File: src/rtl/layer_stream_sequencer.sv
// Feeds one fully connected layer: latches an input vector, bursts it word by word onto the
// shared neuron input bus, gathers each neuron's result and hands the vector downstream.
module layer_stream_sequencer #(
    parameter int NUM_INPUTS  = 30,
    parameter int NUM_NEURONS = 30,
    parameter int DATA_WIDTH  = 16,
    parameter int TIMEOUT     = 64
) (
    input  logic                              clk,
    input  logic                              rst,
    input  logic [NUM_INPUTS*DATA_WIDTH-1:0]  in_data,
    input  logic                              in_valid,
    output logic                              in_ready,
    output logic [DATA_WIDTH-1:0]             nrn_data,
    output logic                              nrn_valid,
    input  logic [NUM_NEURONS-1:0]            nrn_outvalid,
    input  logic [NUM_NEURONS*DATA_WIDTH-1:0] nrn_out,
    output logic [NUM_NEURONS*DATA_WIDTH-1:0] out_data,
    output logic                              out_valid,
    input  logic                              out_ready,
    output logic                              busy,
    output logic                              err
);
    localparam int CW = (NUM_INPUTS > 1) ? $clog2(NUM_INPUTS) : 1;
    localparam int TW = $clog2(TIMEOUT + 1);

    typedef enum logic [1:0] {S_IDLE, S_STREAM, S_WAIT, S_HOLD} state_t;

    state_t                          state, state_nxt;
    logic [NUM_INPUTS*DATA_WIDTH-1:0] vec_buf;
    logic [CW-1:0]                   cnt;
    logic [TW-1:0]                   timer;
    logic [NUM_NEURONS-1:0]          done;
    logic                            done_all;
    logic                            timeout;

    assign in_ready  = (state == S_IDLE);
    assign busy      = (state != S_IDLE);
    assign out_valid = (state == S_HOLD);

    always_ff @(posedge clk) begin
        if (!rst) state <= S_IDLE;
        else      state <= state_nxt;
    end

    // Bits captured this cycle count toward completion so HOLD follows the last pulse directly.
    always_comb begin
        state_nxt = state;
        done_all  = &(done | nrn_outvalid);
        timeout   = 1'b0;
        case (state)
            S_IDLE:   if (in_valid) state_nxt = S_STREAM;
            S_STREAM: if (cnt == CW'(NUM_INPUTS - 1)) state_nxt = S_WAIT;
            S_WAIT: begin
                if (done_all) begin
                    state_nxt = S_HOLD;
                end else if (timer + TW'(1) == TW'(TIMEOUT)) begin
                    timeout   = 1'b1;
                    state_nxt = S_IDLE;
                end
            end
            S_HOLD:   if (out_ready) state_nxt = S_IDLE;
            default:  state_nxt = S_IDLE;
        endcase
    end

    always_ff @(posedge clk) begin
        if (!rst) begin
            cnt       <= '0;
            timer     <= '0;
            done      <= '0;
            nrn_valid <= 1'b0;
            nrn_data  <= '0;
            out_data  <= '0;
            err       <= 1'b0;
        end else begin
            nrn_valid <= 1'b0;
            if ((state != S_WAIT && |nrn_outvalid) || timeout) err <= 1'b1;
            case (state)
                S_IDLE: begin
                    if (in_valid) begin
                        vec_buf <= in_data;
                        done    <= '0;
                        cnt     <= '0;
                        timer   <= '0;
                    end
                end
                S_STREAM: begin
                    nrn_data  <= vec_buf[int'(cnt)*DATA_WIDTH +: DATA_WIDTH];
                    nrn_valid <= 1'b1;
                    cnt       <= cnt + CW'(1);
                end
                S_WAIT: begin
                    timer <= timer + TW'(1);
                    // First pulse wins; repeats from a finished neuron are dropped.
                    for (int i = 0; i < NUM_NEURONS; i++) begin
                        if (nrn_outvalid[i] && !done[i]) begin
                            out_data[i*DATA_WIDTH +: DATA_WIDTH] <= nrn_out[i*DATA_WIDTH +: DATA_WIDTH];
                            done[i] <= 1'b1;
                        end
                    end
                end
                default: ;
            endcase
        end
    end
endmodule

File: config.mk
export PLATFORM = sky130hd
export DESIGN_NAME = layer_stream_sequencer
export DESIGN_NICKNAME = d
export VERILOG_FILES = /design/src/rtl/layer_stream_sequencer.sv
export SDC_FILE = /design/constraint.sdc
export NUM_CORES = 2
export LEC_CHECK = 0
export BUFFER_PORTS_ARGS = -buffer_cell sky130_fd_sc_hd__buf_2
export CAP_MARGIN = 25
export CORE_AREA = 10 10 578 580
export DETAILED_ROUTE_END_ITERATION = 10
export DIE_AREA = 0 0 588 590
export GPL_TIMING_DRIVEN = 0
export SLEW_MARGIN = 25
export SYNTH_ARGS = -nofsm -noshare
export SYNTH_HDL_FRONTEND = slang
export SYNTH_SLANG_ARGS = --single-unit
File: constraint.sdc
create_clock -name clk -period 33.9 [get_ports clk]
set_input_delay 1.695 -clock clk [delete_from_list [all_inputs] [get_ports clk]]
set_output_delay 1.695 -clock clk [all_outputs]
set_load 0.03 [all_outputs]
==> results.cfg <==
[logic_synthesis]
synth_area_leaders = edfxtp_1 (37%), dfxtp_1 (28%), a21boi_0 (10%), nand2_1 (9.7%), mux4_2 (5.6%)
yosys.area.top_type_share_pct = 37.24
synth_fp_nets = 4182
seq_area_frac_synth_pct = 65.27
yosysTopAreaCell = edfxtp_1
ys_seq_elements = 1022
syn_avg_cell_area_sq_um = 12.16
yosys_warnings = 0
synth_area_sq_um = 38700
synth_edf_count = 480
synth_cells = 3184
yosys.cell_types.count = 47
synth_flop_cell = dfxtp_1
async_reset_ff_share_pct = 0

[sta]
tightest_slew_ns = 1.158
min_period_ns = 4.354
hold_viol = 0
rsz0062_at_grt = false
tns_ns = 0
finalSetupViolCount = 0
drv_slew = 0
maxSlewHeadroom_pct = 22.79
fmax_mhz = 229.7
fin_crit_sh_pct = 12.84
finClkSkew_ns = 0.08949

[die]
row_count = 209
initial_core_util_pct = 11.99
core_sq_um = 322700
die_x_microns = 588
dieArea_sq_um = 346900
die_y_microns = 590
boundaryPins = 1495

[cts]
clockBufferDepth = 4
cts_made_buffers = 121
cts_hold_buffers = 0
post_cts_resized = 0
root_buffer = clkbuf_16
clock_sinks = 1022
clk_latency_ns = 0.88
htreeDepth = 3
cts_setup_buffers = 0
clk_pin_slew_ns = 0.06
cts_tree = done

[detailed_routing]
drtAntennaViolNets = 0
wl_per_cell_microns = 28.00
drc = 0
routed_wirelength_microns = 261000
vias_per_cell = 3.538
drtPass1Iterations = 7
drt_iter0_drc = 2673
num_vias = 32990

[cells_and_area]
fillers = 36120
layout.nets = 5816
drive_gt1_share_pct = 38.90
syn_to_final_growth_pct = 45.49
stdcell_count = 9323

[grt]
overflow = 0
grt_pass1_wl_microns = 330700
grt_pass1_vias = 32850
grt_max_degree = 56
grt.total_usage_pct = 14.20
antenna_found_initial = 129

[worst_hold_path]
hold_class = reg -> reg

[placement]
portBuffers = 1493
dpl.cell_count = 9020
dpl.hpwl_microns = 226100
place_congestion = 0.9664

[setup_path]
start_kind = flop
cp_max_fo = 10
crit_arrival_ns = 2.66
crit_required_ns = 32.20
worstSetupPathType = reg -> out
endpoint_kind = primary output

[run]
maxCapViolCount = 0

[pwr]
ir_worst_vdd_mv = 0.04423
p_leak_nw = 20.76
power.density_nw_per_um2 = 50.57

[outcome]
status = completed
-- registers in the layout (all words and copies together) (netlist names) --
register and count:
timer 7, nrn_valid 1, state 2, cnt 5, done 30, out_data 480
vec_buf 480, nrn_data 16, err 1
-- layer usage --
metal	track usage (%)	up-vias	share of wire, %
li1	-	14690	-
met1	15.13	16000	36
met2	26.28	1784	51
met3	3.394	473	7.0
met4	6.669	36	6.0
met5	0	-	0.079
-- final cells by class --
cell class / instances / area (sq um) / area share, %
flip-flops and latches: 1022 / 25260 / 44.87
multi-input cells: 1972 / 12590 / 22.36
repair buffers: 1511 / 7896 / 14.02
well taps: 4325 / 5411 / 9.610
clock buffers: 166 / 3359 / 5.966
plain buffers: 182 / 882.1 / 1.566
clock inverters: 54 / 670.6 / 1.191
diodes: 83 / 207.7 / 0.3688
inverters: 8 / 30.03 / 0.05333
-- synth_stat cells (9+ instances only) --
| library cell | number |
|---|---|
| nand2_1 | 1004 |
| dfxtp_1 | 542 |
| a21boi_0 | 513 |
| edfxtp_1 | 480 |
| clkbuf_1 | 115 |
| mux4_2 | 96 |
| mux2i_1 | 80 |
| buf_2 | 47 |
| o21ai_0 | 33 |
| nand3b_1 | 31 |
| nor3b_2 | 30 |
| o21ai_1 | 28 |
| o22ai_1 | 28 |
| a21oi_1 | 19 |
| a211oi_1 | 15 |
| a32o_1 | 15 |
| buf_4 | 9 |
| nor2_1 | 9 |
| nor3_1 | 9 |
| nor4_1 | 9 |
-- through the flow --
stage	hold WS, ns	utilization (%)	cell area, sq um	setup WS, ns	power, W
finish	0.4604	17.45	56310	29.55	0.002847
global route	0.4761	17.43	56230	29.45	0.002944
CTS	0.4621	17.39	56100	29.38	0.002891
detailed placement	0.4532	16.14	52070	28.89	0.001531
global placement	0.4470	15.99	51590	12.99	0.001543
floorplan	0.4753	-	38700	19.87	0.001421
-- cells by family after synthesis --
group / count (synthesis) / synth area share (%)
adder cells (fa/ha/maj): 4 / 0.1293
multiplexers: 178 / 7.713
buffers and inverters: 190 / 2.308
flip-flops: 1022 / 65.27
AO/OA/AOI/OAI: 663 / 12.36
AND/OR/NAND/NOR: 1127 / 12.22
-- layout by cell type, fill, tap and decap left out, drive strengths merged, types with 61 or more instances in the layout --
master and instances:
clkbuf 281, mux4 96, a21boi 513, diode 83, mux2i 80, buf 1578, edfxtp 480, o21ai 61
dfxtp 542, nand2 1004
-- worst paths after layout --
check	endpoint	slack, ns	from	depth (start not counted)
worst max-delay path	in_ready	29.55	state[1]	3
worst min-delay path	out_data[397]	0.46	out_data[397]	2
worst max register to register	nrn_data[12]	29.99	cnt[1]	7
worst min register to register	out_data[397]	0.46	out_data[397]	2
-- power breakdown --
| group | total [W] | leakage, nW | switching (W) | internal, W |
|---|---|---|---|---|
| combinational | 0.000171 | 9.99 | 0.0000932 | 0.0000774 |
| sequential | 0.00133 | 8.81 | 0.0000100 | 0.00132 |
| clock | 0.00135 | 1.96 | 0.000569 | 0.000778 |
-- critical path, stage by stage (launching register included) --
cell and delay (ns):
dfxtp_1 0.34, clkbuf_1 0.23, nor2_1 0.85, buf_2 0.36
Power figures use the tool's default switching activity.
